===== src/rtl/input_channel_lookahead_buffer_pkg.sv =====
// Shared interconnect constants for the input-channel lookahead buffers.
// Channel/tag/word sizing plus lookahead depth and reservation defaults.
package input_channel_lookahead_buffer_pkg;

  localparam int TIA_NUM_INPUT_CHANNELS = 4;
  localparam int TIA_TAG_WIDTH          = 4;
  localparam int TIA_WORD_WIDTH         = 32;

  localparam int LAB_DEPTH       = 4;
  localparam int LAB_MAX_PENDING = 2;

  localparam int LAB_PTR_W  = $clog2(LAB_DEPTH);
  localparam int LAB_CNT_W  = $clog2(LAB_DEPTH + 1);
  localparam int LAB_PEND_W = $clog2(LAB_MAX_PENDING + 1);

  // Width of a counter that must hold 0..max_val inclusive.
  function automatic int lab_cnt_width(input int max_val);
    return (max_val < 1) ? 1 : $clog2(max_val + 1);
  endfunction

endpackage


===== src/rtl/input_channel_lookahead_buffer_lane.sv =====
// One channel: circular buffer with reserve/commit lookahead window.
// Outputs are combinational from registered state; enq_ready = not full.
module input_channel_lookahead_lane
  import input_channel_lookahead_buffer_pkg::*;
#(
  parameter int DEPTH       = LAB_DEPTH,
  parameter int MAX_PENDING = LAB_MAX_PENDING,
  parameter int TAG_WIDTH   = TIA_TAG_WIDTH,
  parameter int WORD_WIDTH  = TIA_WORD_WIDTH,
  parameter int PEND_W      = lab_cnt_width(MAX_PENDING)
) (
  input  logic                  clk,
  input  logic                  reset,
  input  logic                  flush,
  input  logic                  enq_valid,
  output logic                  enq_ready,
  input  logic [TAG_WIDTH-1:0]  enq_tag,
  input  logic [WORD_WIDTH-1:0] enq_data,
  input  logic                  reserve,
  input  logic                  commit,
  output logic [TAG_WIDTH-1:0]  head_tag,
  output logic [WORD_WIDTH-1:0] head_data,
  output logic                  lookahead_valid,
  output logic [TAG_WIDTH-1:0]  lookahead_tag,
  output logic [PEND_W-1:0]     pending_count,
  output logic                  protocol_error
);

  localparam int PTR_W = $clog2(DEPTH);
  localparam int CNT_W = lab_cnt_width(DEPTH);

  logic [TAG_WIDTH-1:0]  tag_mem  [DEPTH];
  logic [WORD_WIDTH-1:0] data_mem [DEPTH];

  logic [PTR_W-1:0]  rd_ptr_q, rd_ptr_d;
  logic [PTR_W-1:0]  wr_ptr_q, wr_ptr_d;
  logic [CNT_W-1:0]  count_q, count_d;
  logic [PEND_W-1:0] pending_q, pending_d;
  logic              err_q, err_d;

  logic             enq_fire;
  logic             reserve_legal;
  logic             commit_legal;
  logic [PTR_W-1:0] la_idx;

  assign enq_ready       = (count_q < CNT_W'(DEPTH));
  assign enq_fire        = enq_valid && enq_ready;
  assign lookahead_valid = (count_q > CNT_W'(pending_q));
  // Truncation gives the modulo-DEPTH wrap; a full window has no valid lookahead anyway.
  assign la_idx          = rd_ptr_q + PTR_W'(pending_q);
  assign lookahead_tag   = tag_mem[la_idx];
  assign head_tag        = tag_mem[rd_ptr_q];
  assign head_data       = data_mem[rd_ptr_q];
  assign pending_count   = pending_q;
  assign protocol_error  = err_q;

  assign reserve_legal = lookahead_valid && (pending_q < PEND_W'(MAX_PENDING));
  assign commit_legal  = (pending_q != '0);

  always_comb begin
    rd_ptr_d  = rd_ptr_q;
    wr_ptr_d  = wr_ptr_q;
    count_d   = count_q;
    pending_d = pending_q;
    err_d     = err_q;

    if (enq_fire) begin
      wr_ptr_d = wr_ptr_q + PTR_W'(1);
    end
    if (commit && commit_legal) begin
      rd_ptr_d = rd_ptr_q + PTR_W'(1);
    end
    if (enq_fire && !(commit && commit_legal)) begin
      count_d = count_q + CNT_W'(1);
    end else if (!enq_fire && commit && commit_legal) begin
      count_d = count_q - CNT_W'(1);
    end

    // Flush wins over any reserve; a legal commit still pops the buffer.
    if (flush) begin
      pending_d = '0;
    end else if ((reserve && reserve_legal) && !(commit && commit_legal)) begin
      pending_d = pending_q + PEND_W'(1);
    end else if (!(reserve && reserve_legal) && (commit && commit_legal)) begin
      pending_d = pending_q - PEND_W'(1);
    end

    if ((reserve && !reserve_legal) || (commit && !commit_legal)) begin
      err_d = 1'b1;
    end
  end

  always_ff @(posedge clk or posedge reset) begin
    if (reset) begin
      rd_ptr_q  <= '0;
      wr_ptr_q  <= '0;
      count_q   <= '0;
      pending_q <= '0;
      err_q     <= 1'b0;
    end else begin
      rd_ptr_q  <= rd_ptr_d;
      wr_ptr_q  <= wr_ptr_d;
      count_q   <= count_d;
      pending_q <= pending_d;
      err_q     <= err_d;
    end
  end

  always_ff @(posedge clk) begin
    if (enq_fire) begin
      tag_mem[wr_ptr_q]  <= enq_tag;
      data_mem[wr_ptr_q] <= enq_data;
    end
  end

endmodule


===== src/rtl/input_channel_lookahead_buffer.sv =====
// Per-channel lookahead buffers: one lane per input channel, shared flush.
// Zero-latency lookahead outputs; enq_ready deasserts when a channel is full.
module input_channel_lookahead_buffer
  import input_channel_lookahead_buffer_pkg::*;
#(
  parameter int NUM_CHANNELS = TIA_NUM_INPUT_CHANNELS,
  parameter int DEPTH        = LAB_DEPTH,
  parameter int MAX_PENDING  = LAB_MAX_PENDING,
  parameter int TAG_WIDTH    = TIA_TAG_WIDTH,
  parameter int WORD_WIDTH   = TIA_WORD_WIDTH,
  parameter int PEND_W       = lab_cnt_width(MAX_PENDING)
) (
  input  logic                                    clk,
  input  logic                                    reset,
  input  logic [NUM_CHANNELS-1:0]                 enq_valid,
  output logic [NUM_CHANNELS-1:0]                 enq_ready,
  input  logic [NUM_CHANNELS-1:0][TAG_WIDTH-1:0]  enq_tag,
  input  logic [NUM_CHANNELS-1:0][WORD_WIDTH-1:0] enq_data,
  input  logic [NUM_CHANNELS-1:0]                 reserve,
  input  logic [NUM_CHANNELS-1:0]                 commit,
  input  logic                                    flush,
  output logic [NUM_CHANNELS-1:0][TAG_WIDTH-1:0]  head_tag,
  output logic [NUM_CHANNELS-1:0][WORD_WIDTH-1:0] head_data,
  output logic [NUM_CHANNELS-1:0]                 lookahead_valid,
  output logic [NUM_CHANNELS-1:0][TAG_WIDTH-1:0]  lookahead_tag,
  output logic [NUM_CHANNELS-1:0][PEND_W-1:0]     pending_count,
  output logic [NUM_CHANNELS-1:0]                 protocol_error
);

  for (genvar ch = 0; ch < NUM_CHANNELS; ch++) begin : g_lane
    input_channel_lookahead_lane #(
      .DEPTH       (DEPTH),
      .MAX_PENDING (MAX_PENDING),
      .TAG_WIDTH   (TAG_WIDTH),
      .WORD_WIDTH  (WORD_WIDTH),
      .PEND_W      (PEND_W)
    ) u_lane (
      .clk             (clk),
      .reset           (reset),
      .flush           (flush),
      .enq_valid       (enq_valid[ch]),
      .enq_ready       (enq_ready[ch]),
      .enq_tag         (enq_tag[ch]),
      .enq_data        (enq_data[ch]),
      .reserve         (reserve[ch]),
      .commit          (commit[ch]),
      .head_tag        (head_tag[ch]),
      .head_data       (head_data[ch]),
      .lookahead_valid (lookahead_valid[ch]),
      .lookahead_tag   (lookahead_tag[ch]),
      .pending_count   (pending_count[ch]),
      .protocol_error  (protocol_error[ch])
    );
  end

endmodule


===== config.mk =====
export PLATFORM = sky130hd
export DESIGN_NAME = input_channel_lookahead_buffer
export DESIGN_NICKNAME = d
export VERILOG_FILES = /design/src/rtl/input_channel_lookahead_buffer_pkg.sv /design/src/rtl/input_channel_lookahead_buffer_lane.sv /design/src/rtl/input_channel_lookahead_buffer.sv
export SDC_FILE = /design/constraint.sdc
export NUM_CORES = 1
export LEC_CHECK = 0
export BUFFER_PORTS_ARGS = -buffer_cell sky130_fd_sc_hd__buf_2
export CAP_MARGIN = 20
export CELL_PAD_IN_SITES_DETAIL_PLACEMENT = 0
export CELL_PAD_IN_SITES_GLOBAL_PLACEMENT = 1
export CORE_ASPECT_RATIO = 1.1
export CORE_MARGIN = 2
export CORE_UTILIZATION = 50
export CTS_BUF_LIST = sky130_fd_sc_hd__clkbuf_2
export CTS_CLUSTER_DIAMETER = 50
export CTS_CLUSTER_SIZE = 20
export DETAILED_ROUTE_END_ITERATION = 8
export MAX_ROUTING_LAYER = met4
export PLACE_DENSITY_LB_ADDON = 0.12
export SYNTH_ARGS = -nofsm -noshare
export SYNTH_HDL_FRONTEND = slang
export SYNTH_HIERARCHICAL = 1
export SYNTH_SLANG_ARGS = --single-unit

===== constraint.sdc =====
create_clock -name clk -period 2.4 [get_ports clk]
set_input_delay 0.12 -clock clk [delete_from_list [all_inputs] [get_ports clk]]
set_output_delay 0.12 -clock clk [all_outputs]
set_load 0.03 [all_outputs]

* Word level (Yosys, flattened, before mapping)
Memories as Yosys holds them, arrays and structs flattened. Cells that the tools add are included.
Storage, ports and cells: register bits after elaboration 40, RAM bits 576, output and inout bits 180, memories kept 8, input port bits 159, word-level logic and storage cells 176
Memory list:
- g_lane[0].u_lane.data_mem | depth 4, bits a word 32, rd ports 1, clocked after memory_dff 0, wr ports 1, line input_channel_lookahead_buffer_lane.sv:33 | logic [WORD_WIDTH-1:0] data_mem [DEPTH];
- g_lane[1].u_lane.data_mem | depth 4, bits a word 32, rd ports 1, clocked after memory_dff 0, wr ports 1, line input_channel_lookahead_buffer_lane.sv:33
- g_lane[2].u_lane.data_mem | depth 4, bits a word 32, rd ports 1, clocked after memory_dff 0, wr ports 1, line input_channel_lookahead_buffer_lane.sv:33
- g_lane[3].u_lane.data_mem | depth 4, bits a word 32, rd ports 1, clocked after memory_dff 0, wr ports 1, line input_channel_lookahead_buffer_lane.sv:33
- g_lane[0].u_lane.tag_mem | depth 4, bits a word 4, rd ports 2, clocked after memory_dff 0, wr ports 1, line input_channel_lookahead_buffer_lane.sv:32 | logic [TAG_WIDTH-1:0] tag_mem [DEPTH];
- g_lane[1].u_lane.tag_mem | depth 4, bits a word 4, rd ports 2, clocked after memory_dff 0, wr ports 1, line input_channel_lookahead_buffer_lane.sv:32
- 2 more memories
Operators by class: reductions and logical operators 80, mux-type cells 28, $add $sub $neg 28, order comparisons 12
Operators by type and width (number):
- $logic_and A1 B1 Y1 | 44
- $add A2 B1 Y2 const B | 12
- $mux W2 | 12
- $mux W3 | 8
- $logic_not A1 Y1 | 20
- $reduce_bool A2 Y1 | 8
- $add A3 B1 Y3 const B | 4
- $gt A3 B2 Y1 | 4
- $lt A3 B3 Y1 const B | 4
- $reduce_bool A3 Y1 | 4
- $sub A3 B1 Y3 const B | 4
- $add A2 B2 Y2 | 4
- $lt A2 B2 Y1 const B | 4
- $mux W1 | 8
- $sub A2 B1 Y2 const B | 4
- $logic_or A1 B1 Y1 | 4

* Longest topological paths before layout
Gate-level depths: netlist of run 1.
depth after elaboration 8, mapped depth 7, mapped depth without buffers 6

* Hierarchy
The synthesis of run 1 kept the hierarchy.
Modules (own cells, without submodules):
- input_channel_lookahead_lane (g_lane[0].u_lane ...) | sequential area each 4574.4 um^2, cells each 255, area each 5930.7 um^2, times used 3
- input_channel_lookahead_lane (g_lane[3].u_lane) | sequential area each 4574.4 um^2, cells each 255, area each 5933.2 um^2, times used 1

* Least setup slack after synthesis of run 1
No wires, ideal clock.
path kind register to register, start point register g_lane[0].u_lane.pending_q[1], end point register g_lane[0].u_lane.err_q, data required time 2.274 ns, setup time 0.126 ns, path buffers 0, cell stages (with the launch flop) 7, data arrival time 1.993 ns, path slack 0.281 ns, cell sequence dfrtp_1 inv_1 ha_1 nand2b_1 a32oi_2 nand2_1 a221o_1
On the way: cells in the longest elaborated chain, start to end 5, elaborated cells on any way between the ends 9, those cells by class 2 x order compare; 7 x reduce/logical
Ends and longest elaborated chain:
- from (decl) | line input_channel_lookahead_buffer_lane.sv:38 | logic [PEND_W-1:0] pending_q, pending_d;
- from (signal assigned) | line input_channel_lookahead_buffer_lane.sv:104 | pending_q <= pending_d;
- $gt A3 B2 Y1 | line input_channel_lookahead_buffer_lane.sv:48 | assign lookahead_valid = (count_q > CNT_W'(pending_q));
- via lookahead_valid[0] | line input_channel_lookahead_buffer.sv:24 | output logic [NUM_CHANNELS-1:0] lookahead_valid,
- $logic_and A1 B1 Y1 | line input_channel_lookahead_buffer_lane.sv:57 | assign reserve_legal = lookahead_valid && (pending_q < PEND_W'(MAX_PENDING));
- $logic_not A1 Y1 | line input_channel_lookahead_buffer_lane.sv:88 | if ((reserve && !reserve_legal) || (commit && !commit_legal)) begin
- $logic_and A1 B1 Y1 | line input_channel_lookahead_buffer_lane.sv:88
- $logic_or A1 B1 Y1 | line input_channel_lookahead_buffer_lane.sv:88
- to (signal assigned) | line input_channel_lookahead_buffer_lane.sv:105 | err_q <= err_d;
- to (decl) | line input_channel_lookahead_buffer_lane.sv:39 | logic err_q, err_d;
The timed path passes the listed nets, and every way through them passes these cells. A chain may end at the register's enable or synchronous reset.

==> results.txt, run 1 <==
----------------------------------------------------
[Timing]
  Min Tclk post-route ... ~2800 ps
  Final worst setup slack ... -426.7 ps
  Clock tree skew after final layout ... approximately 60 ps
  Final period util ... 117.8%
  Measured slew at the worst slew-check pin ... 618.4 ps
  Number of endpoints with negative hold slack in the final report ... 0
  Total of endpoints with negative setup slack in the final report ... 164
  Worst-case headroom to the max-slew limit ... about 59%
  Highest clock frequency the design can meet ... approximately 350 MHz
  Min Hold Slack ... approximately 200 ps
  Max-slew violation count ... 0
  Sum of negative setup slack ... -49680 ps
  Unrepaired setup endpoints after global routing ... yes

[Power and ir drop]
  Switching portion of total power ... between 30% and 40%
  Power density cells ... just over 1000 nW/µm²
  Highest ir drop seen on vdd ... between 0.0007 and 0.0008 V
  Total design power ... 0.03372 W
  Register share of total power ... 37.9%
  Net switching power ... 0.01187 W
  Portion of total power attributed to combinational logic ... 47.1%
  Leak pwr ... roughly 12 nW
  Clock power frac ... between 10% and 20%
  Internal power ... roughly 0.022 W

[Final layout]
  Seq. cell area ... approximately 18000 µm²
  Most common cell after layout, fill and taps aside ... sky130_fd_sc_hd__edfxtp_1
  Most used cells in the layout excluding fill and tap cells ... 576 x sky130_fd_sc_hd__edfxtp_1, 320 x sky130_fd_sc_hd__dlygate4sd3_1, 178 x sky130_fd_sc_hd__buf_2
  Layout overhead on the synthesized area ... 37.68%
  Number of nets in the final layout ... around 2000
  Area occupied by multi-input gates ... between 5000 and 6000 µm²
  Utilization after layout ... between 60 and 70%
  Non-filler cells in the finished layout ... ~2400
  Fraction of final layout cells with drive strength greater than 1 ... between 40 and 50%
  Fillcell total ... a little under 3000

[Critical path]
  Most Frequent Cell on Critical Path ... sky130_fd_sc_hd__buf_6
  Crit path arrival time ... 2710 ps
  Critical path buffer and inverter count ... 2
  CP max stage cell ... sky130_fd_sc_hd__dfrtp_2
  Largest delay contributor family on the critical path ... flip-flops
  Max FO, Critical Path ... 4
  Startpoint type of the worst setup path ... register
  Classification of the worst setup path ... register to primary output
  Biggest cell delay along the critical path ... roughly 510 ps
  Type of destination of the critical path ... primary output
  Worst Path Required ... between 2000 and 2500 ps
  Cell Chain, Critical Path ... ha_4 > xor2_4 > xnor2_2 > buf_6 > mux4_2 > buf_6

[Synth]
  Number of warnings printed during yosys synthesis ... 6
  FF+latch count, synth ... around 620
  Mapped cell area ... around 24000 µm²
  EDFF count, synth ... around 580
  Predominant post-synthesis flop cell ... sky130_fd_sc_hd__edfxtp_1
  Number of nets produced by synthesis ... between 1000 and 1500
  Post-synthesis cell count ... 1020
  Avg Inst Size Synth ... between 20 and 25 µm²
  Count of unique library cells instantiated by Yosys ... 27
  Sequential area share after synthesis ... 77.12%
  Async set-or-reset flop fraction in the synthesized netlist ... ~6.5%

[Detailed routing]
  Post-DR vias/cell ... approximately 5.3
  DRC errors left ... 0
  Total Routed Length ... 53030 µm
  Routed len/inst ... 21.66 µm
  TritonRoute pass-1 iters ... 5
  DR vias ... 12923
  Remaining antenna violation count ... 0
  Drt initial violations ... about 740

[Floorplan]
  Number of rows created at floorplan ... between 80 and 90
  Die H ... between 200 and 250 µm
  Core footprint ... around 47000 µm²
  Starting density of the core ... roughly 51%
  Die extent in x ... between 200 and 250 µm
  Die Outline Area ... slightly below 50000 µm²
  Count of boundary I/O pins ... approximately 340

[Global routing]
  Maximum number of pins on one net before global-route repair ... 37
  Vias in the first global route ... about 14000
  Global-route wire length before repair ... about 80000 µm
  Overall fraction of global-route tracks in use ... 22.53%
  Antenna violations before repair ... 9
  Leftover overflow at the end of global routing ... 0

[Clocking]
  CTS H-tree depth ... 2
  Clock tree root buffer cell ... sky130_fd_sc_hd__clkbuf_2
  Clock Latency Late Sink ... approximately 1100 ps
  Clock transition at the registers of the reported paths ... ~300 ps
  Worst-case clock buffer depth ... 3
  Total clock buffers created by CTS ... 49
  TritonCTS clock tree ... yes
  Number of sinks on the clock net ... about 600

[Min path]
  Hold WC Path Type ... input port to asynchronous set/reset pin

[Place]
  Port Buffer Count ... 338
  DP HPWL ... between 20000 and 30000 µm
  Weighted congestion at the end of routability-driven global placement ... roughly 0.75
  Cell Count Post-Placement ... a little under 2000

[Outcome]
  Run status ... finished with violations
  Failing checks ... negative setup slack

[Job]
  Max-cap check violation count ... 0

----------------------------------------------------
[layer usage]
metal	global-route usage [%]	vias to the layer above	part of all wire (%)	wire length, µm
li1	-	5850	-	-
met4	5.810	0	2.1	1122
met3	5.939	76	6.4	3381
met5	-	-	0	0
met2	38.32	326	52	27640
met1	26.91	6671	39	20900
[synthesized netlist by cell type, types with 11 or more instances]
library cell	number	area, µm²
sky130_fd_sc_hd__nor2_1	12	45.04
sky130_fd_sc_hd__buf_4	12	90.09
sky130_fd_sc_hd__mux4_2	144	3243
sky130_fd_sc_hd__nand2_1	21	78.83
sky130_fd_sc_hd__xnor2_1	20	175.2
sky130_fd_sc_hd__o21ai_0	11	55.05
sky130_fd_sc_hd__and2_1	16	100.1
sky130_fd_sc_hd__dfrtp_1	40	1001
sky130_fd_sc_hd__inv_1	32	120.1
sky130_fd_sc_hd__ha_1	28	350.3
sky130_fd_sc_hd__mux4_1	16	420.4
sky130_fd_sc_hd__buf_2	24	120.1
sky130_fd_sc_hd__edfxtp_1	576	17300
[layout make-up]
type	count	area share (%)
antenna	11	0.08427
multi-input combinational	336	16.34
clock inverter	36	1.390
inverter	32	0.3984
tap	595	2.279
timing repair buffer	769	22.62
sequential	616	56.06
clock buffer	54	0.8274
[worst reg2reg max path: stages (launching register included)]
cell	delay, ps
sky130_fd_sc_hd__dfrtp_2	460
sky130_fd_sc_hd__buf_6	120
sky130_fd_sc_hd__inv_4	30
sky130_fd_sc_hd__ha_4	280
sky130_fd_sc_hd__nand2b_4	60
sky130_fd_sc_hd__a32oi_4	220
sky130_fd_sc_hd__buf_4	150
sky130_fd_sc_hd__buf_4	110
sky130_fd_sc_hd__nand2_1	50
sky130_fd_sc_hd__a221o_1	280
sky130_fd_sc_hd__dlygate4sd3_1	550
[worst paths after layout]
path	endpoint	slack, ps	start	depth (start not counted)
setup / recovery	lookahead_tag[2]	-430	g_lane[0].u_lane/rd_ptr_q[0]$_DFFE_PP0P_	6
min in group clk	g_lane[3].u_lane/data_mem[1][14]$_DFFE_PP_	310	enq_data[110]	3
hold reg to reg	g_lane[2].u_lane/protocol_error$_DFFE_PP0P_	520	g_lane[2].u_lane/protocol_error$_DFFE_PP0P_	1
hold / removal	g_lane[2].u_lane/count_q[2]$_DFFE_PP0P_	200	reset	4
max in group asynchronous	g_lane[3].u_lane/pending_count[1]$_DFFE_PP0P_	1810	reset	4
setup reg to reg	g_lane[3].u_lane/protocol_error$_DFFE_PP0P_	40	g_lane[3].u_lane/pending_count[1]$_DFFE_PP0P_	10
[stage by stage]
step | setup WS, ps | area [µm²]
2_1_floorplan | 281.3 | 23730
3_3_place_gp | 352.8 | 26460
3_5_place_dp | 299.0 | 26460
4_1_cts | -591.3 | 32680
5_1_grt | -688.5 | 32660
6_report | -426.7 | 32660
[cell families (layout without fill, tap and decap cells)]
| family | count (synthesis) | count (layout) | synth area share [%] |
|---|---|---|---|
| DFF | 616 | 616 | 77.12 |
| buffers and inverters | 68 | 891 | 1.392 |
| adders and majority gates | 32 | 32 | 1.814 |
| xor gates and xnor gates | 28 | 28 | 1.034 |
| other | 0 | 11 | 0 |
| and+or+nand+nor | 73 | 73 | 1.598 |
| muxes | 164 | 164 | 15.63 |
| AOI/OAI and AO/OA | 39 | 39 | 1.408 |
[power groups by stage]
stage / registers, W / clock network (W) / logic (W)
floorplan: 0.0129 / 0 / 0.00839
global placement: 0.0129 / 0 / 0.0113
detailed placement: 0.0130 / 0 / 0.0113
CTS: 0.0128 / 0.00524 / 0.0162
global route: 0.0129 / 0.00563 / 0.0167
finish: 0.0128 / 0.00504 / 0.0159
[state kept, by name, summed over array words and instances (netlist names)]
name,cells
g_lane.u_lane/tag_mem,64
g_lane.u_lane/protocol_error,4
g_lane.u_lane/rd_ptr_q,8
g_lane.u_lane/count_q,12
g_lane.u_lane/data_mem,512
g_lane.u_lane/pending_count,8
g_lane.u_lane/wr_ptr_q,8
[timing repair]
action                      CTS  global route
hold buffers                320             1
resized for setup           402            50
pin swaps                     9             8
setup buffers                57            18
gates cloned                 17             2
setup endpoints to repair   164           165
hold endpoints to repair   1232             1
Note: power is estimated with default switching activity, not from simulation.
==> inputs of run 2 (changes only) <==
--- a/config.mk
+++ b/config.mk
@@ -6,7 +6,6 @@
 export NUM_CORES = 1
 export LEC_CHECK = 0
 export BUFFER_PORTS_ARGS = -buffer_cell sky130_fd_sc_hd__buf_2
-export CAP_MARGIN = 20
 export CELL_PAD_IN_SITES_DETAIL_PLACEMENT = 0
 export CELL_PAD_IN_SITES_GLOBAL_PLACEMENT = 1
 export CORE_ASPECT_RATIO = 1.1
@@ -18,6 +17,7 @@
 export DETAILED_ROUTE_END_ITERATION = 8
 export MAX_ROUTING_LAYER = met4
 export PLACE_DENSITY_LB_ADDON = 0.12
+export REMOVE_ABC_BUFFERS = 1
 export SYNTH_ARGS = -nofsm -noshare
 export SYNTH_HDL_FRONTEND = slang
 export SYNTH_HIERARCHICAL = 1
==> results.txt, run 2 (same netlist as run 1, synthesis figures left out) <==
----------------------------------------------------
[Critical path]
  Max FO, Critical Path ... 4
  Classification of the worst setup path ... register to primary output
  Startpoint type of the worst setup path ... register
  Setup slack of the worst register-to-register path ... roughly 90 ps
  Launch point of the critical path ... g_lane[1].u_lane/rd_ptr_q[0]$_DFFE_PP0P_
  Start of the worst register-to-register path ... g_lane[3].u_lane/pending_count[0]$_DFFE_PP0P_
  Biggest cell delay along the critical path ... 510 ps
  Worst Path Required ... roughly 2300 ps
  Crit Reg-Reg Endpoint ... g_lane[3].u_lane/pending_count[1]$_DFFE_PP0P_
  Depth of the most critical reg-to-reg path ... 9
  CP max stage cell ... sky130_fd_sc_hd__dfrtp_2
  Endpoint of the worst setup timing path ... lookahead_tag[7]
  Most Frequent Cell on Critical Path ... sky130_fd_sc_hd__buf_6
  Type of destination of the critical path ... primary output
  Cell Chain, Critical Path ... ha_4 > xor2_2 > xnor2_2 > buf_6 > mux4_2 > buf_6
  Crit path arrival time ... roughly 2700 ps

[Detailed routing]
  Remaining antenna violation count ... 0
  DR vias ... 13059
  Total Routed Length ... 52500 µm
  TritonRoute pass-1 iters ... 5
  Post-DR vias/cell ... 5.359
  Drt initial violations ... roughly 730
  Routed len/inst ... 21.54 µm
  DRC errors left ... 0

[Floorplan]
  Count of boundary I/O pins ... ~340
  Die H ... 232.5 µm
  Number of rows created at floorplan ... 83
  Die Outline Area ... approximately 49000 µm²
  Die extent in x ... about 210 µm
  Core footprint ... ~47000 µm²
  Starting density of the core ... 50.77%

[Global routing]
  Vias in the first global route ... roughly 14000
  Leftover overflow at the end of global routing ... 0
  Overall fraction of global-route tracks in use ... approximately 22%
  Antenna violations before repair ... 4
  Global-route wire length before repair ... 78990 µm
  Maximum number of pins on one net before global-route repair ... 37

[Timing]
  Number of endpoints with negative hold slack in the final report ... 0
  Max-slew violation count ... 0
  Total of endpoints with negative setup slack in the final report ... ~160
  Final period util ... 117.7%
  Min Tclk post-route ... about 2800 ps
  Highest clock frequency the design can meet ... between 300 and 400 MHz
  Clock tree skew after final layout ... about 84 ps
  Final worst setup slack ... -424.0 ps
  Measured slew at the worst slew-check pin ... roughly 600 ps
  Min Hold Slack ... 237.2 ps
  Unrepaired setup endpoints after global routing ... yes
  Worst-case headroom to the max-slew limit ... between 50% and 60%
  Sum of negative setup slack ... -48970 ps

[Clocking]
  Total clock buffers created by CTS ... between 40 and 50
  Clock Latency Late Sink ... 1110 ps
  Clock tree root buffer cell ... sky130_fd_sc_hd__clkbuf_2
  Worst-case clock buffer depth ... 3
  Clock transition at the registers of the reported paths ... 320 ps
  Number of sinks on the clock net ... around 620
  CTS H-tree depth ... 2
  TritonCTS clock tree ... yes

[Place]
  Worst setup slack before clock tree synthesis ... 270.6 ps
  DP HPWL ... ~30000 µm
  Weighted congestion at the end of routability-driven global placement ... ~0.77
  Port Buffer Count ... around 340

[Power and ir drop]
  Highest ir drop seen on vdd ... 0.0007435 V
  Switching portion of total power ... between 30% and 40%
  Register share of total power ... about 38%
  Clock power frac ... 14.8%
  Leak pwr ... between 10 and 15 nW
  Internal power ... 0.02194 W
  Portion of total power attributed to combinational logic ... between 40% and 50%
  Power density cells ... ~1000 nW/µm²
  Net switching power ... approximately 0.012 W

[Final layout]
  Registers with the highest flip-flop counts ... g_lane.u_lane/data_mem: 512 flops, g_lane.u_lane/tag_mem: 64 flops, g_lane.u_lane/count_q: 12 flops
  Layout overhead on the synthesized area ... 37.64%
  Flip-flop count of the largest register after layout ... just over 500
  Biggest register ... g_lane.u_lane/data_mem
  Most common cell after layout, fill and taps aside ... sky130_fd_sc_hd__edfxtp_1
  Most used cells in the layout excluding fill and tap cells ... 576 x sky130_fd_sc_hd__edfxtp_1, 318 x sky130_fd_sc_hd__dlygate4sd3_1, 178 x sky130_fd_sc_hd__buf_2
  Fraction of final layout cells with drive strength greater than 1 ... between 40% and 50%
  Number of nets in the final layout ... approximately 2000

[Job]
  Max-cap check violation count ... 0

[Outcome]
  Run status ... finished with violations
  Failing checks ... negative setup slack

[Min path]
  Hold WC Path Type ... input port to asynchronous set/reset pin

----------------------------------------------------
## run 2: critical path, delay by kind of cell, from the launching register on
family,cells,cell delay (ps)
XOR/XNOR,2,290
adder cells (fa/ha/maj),1,170
buffers and inverters,2,300
flip-flops,1,510
multiplexers,1,320
## run 2: final cells by class
type                            instances  area (µm²)
Sequential cell                       616       18310
Fill cell                            2985       14080
Timing Repair Buffer                  764        7431
Multi-Input combinational cell        336        5335
Tap cell                              595       744.5
Clock inverter                         36       427.9
Clock buffer                           54       270.3
Inverter                               32       125.1
Antenna cell                            4       10.01
## run 2: repair_timing
item	in CTS	in global routing
setup buffers	48	13
gates resized for setup	354	120
hold endpoints to repair	1172	0
hold buffers	318	0
endpoints found under the setup margin	164	167
pin swaps	10	10
cloned	15	6
## run 2: worst min path at each step
stage	end	cells past startpoint
after floorplan	g_lane[0].u_lane/count_q[0]$_DFFE_PP0P_	1
after global placement	g_lane[0].u_lane/wr_ptr_q[1]$_DFFE_PP0P_	2
after detailed placement	g_lane[0].u_lane/pending_count[0]$_DFFE_PP0P_	2
after CTS	g_lane[0].u_lane/rd_ptr_q[1]$_DFFE_PP0P_	4
after global routing	g_lane[0].u_lane/rd_ptr_q[1]$_DFFE_PP0P_	4
final	g_lane[1].u_lane/count_q[2]$_DFFE_PP0P_	4
## run 2: layer usage
layer | track usage [%] | part of all wire, %
met1 | 27.67 | 41
met2 | 36.57 | 51
met3 | 4.926 | 5.9
met4 | 6.030 | 2.5
met5 | - | 0
## run 2: power groups by stage
stage | registers, W | logic, W | clock network (W)
3_5_place_dp | 0.0130 | 0.0113 | 0
4_1_cts | 0.0128 | 0.0157 | 0.00521
5_1_grt | 0.0129 | 0.0169 | 0.00559
3_3_place_gp | 0.0130 | 0.0112 | 0
2_1_floorplan | 0.0138 | 0.00730 | 0
6_report | 0.0128 | 0.0161 | 0.00501
## run 2: metrics by stage
stage,cells,power [W],instance area [µm²],util (%)
2_1_floorplan,984,0.02108,23520,-
3_3_place_gp,1957,0.02424,26470,56.65
3_5_place_dp,1957,0.02431,26470,56.65
4_1_cts,2428,0.03366,32350,69.22
5_1_grt,2437,0.03534,32660,69.88
6_report,2437,0.03386,32660,69.88
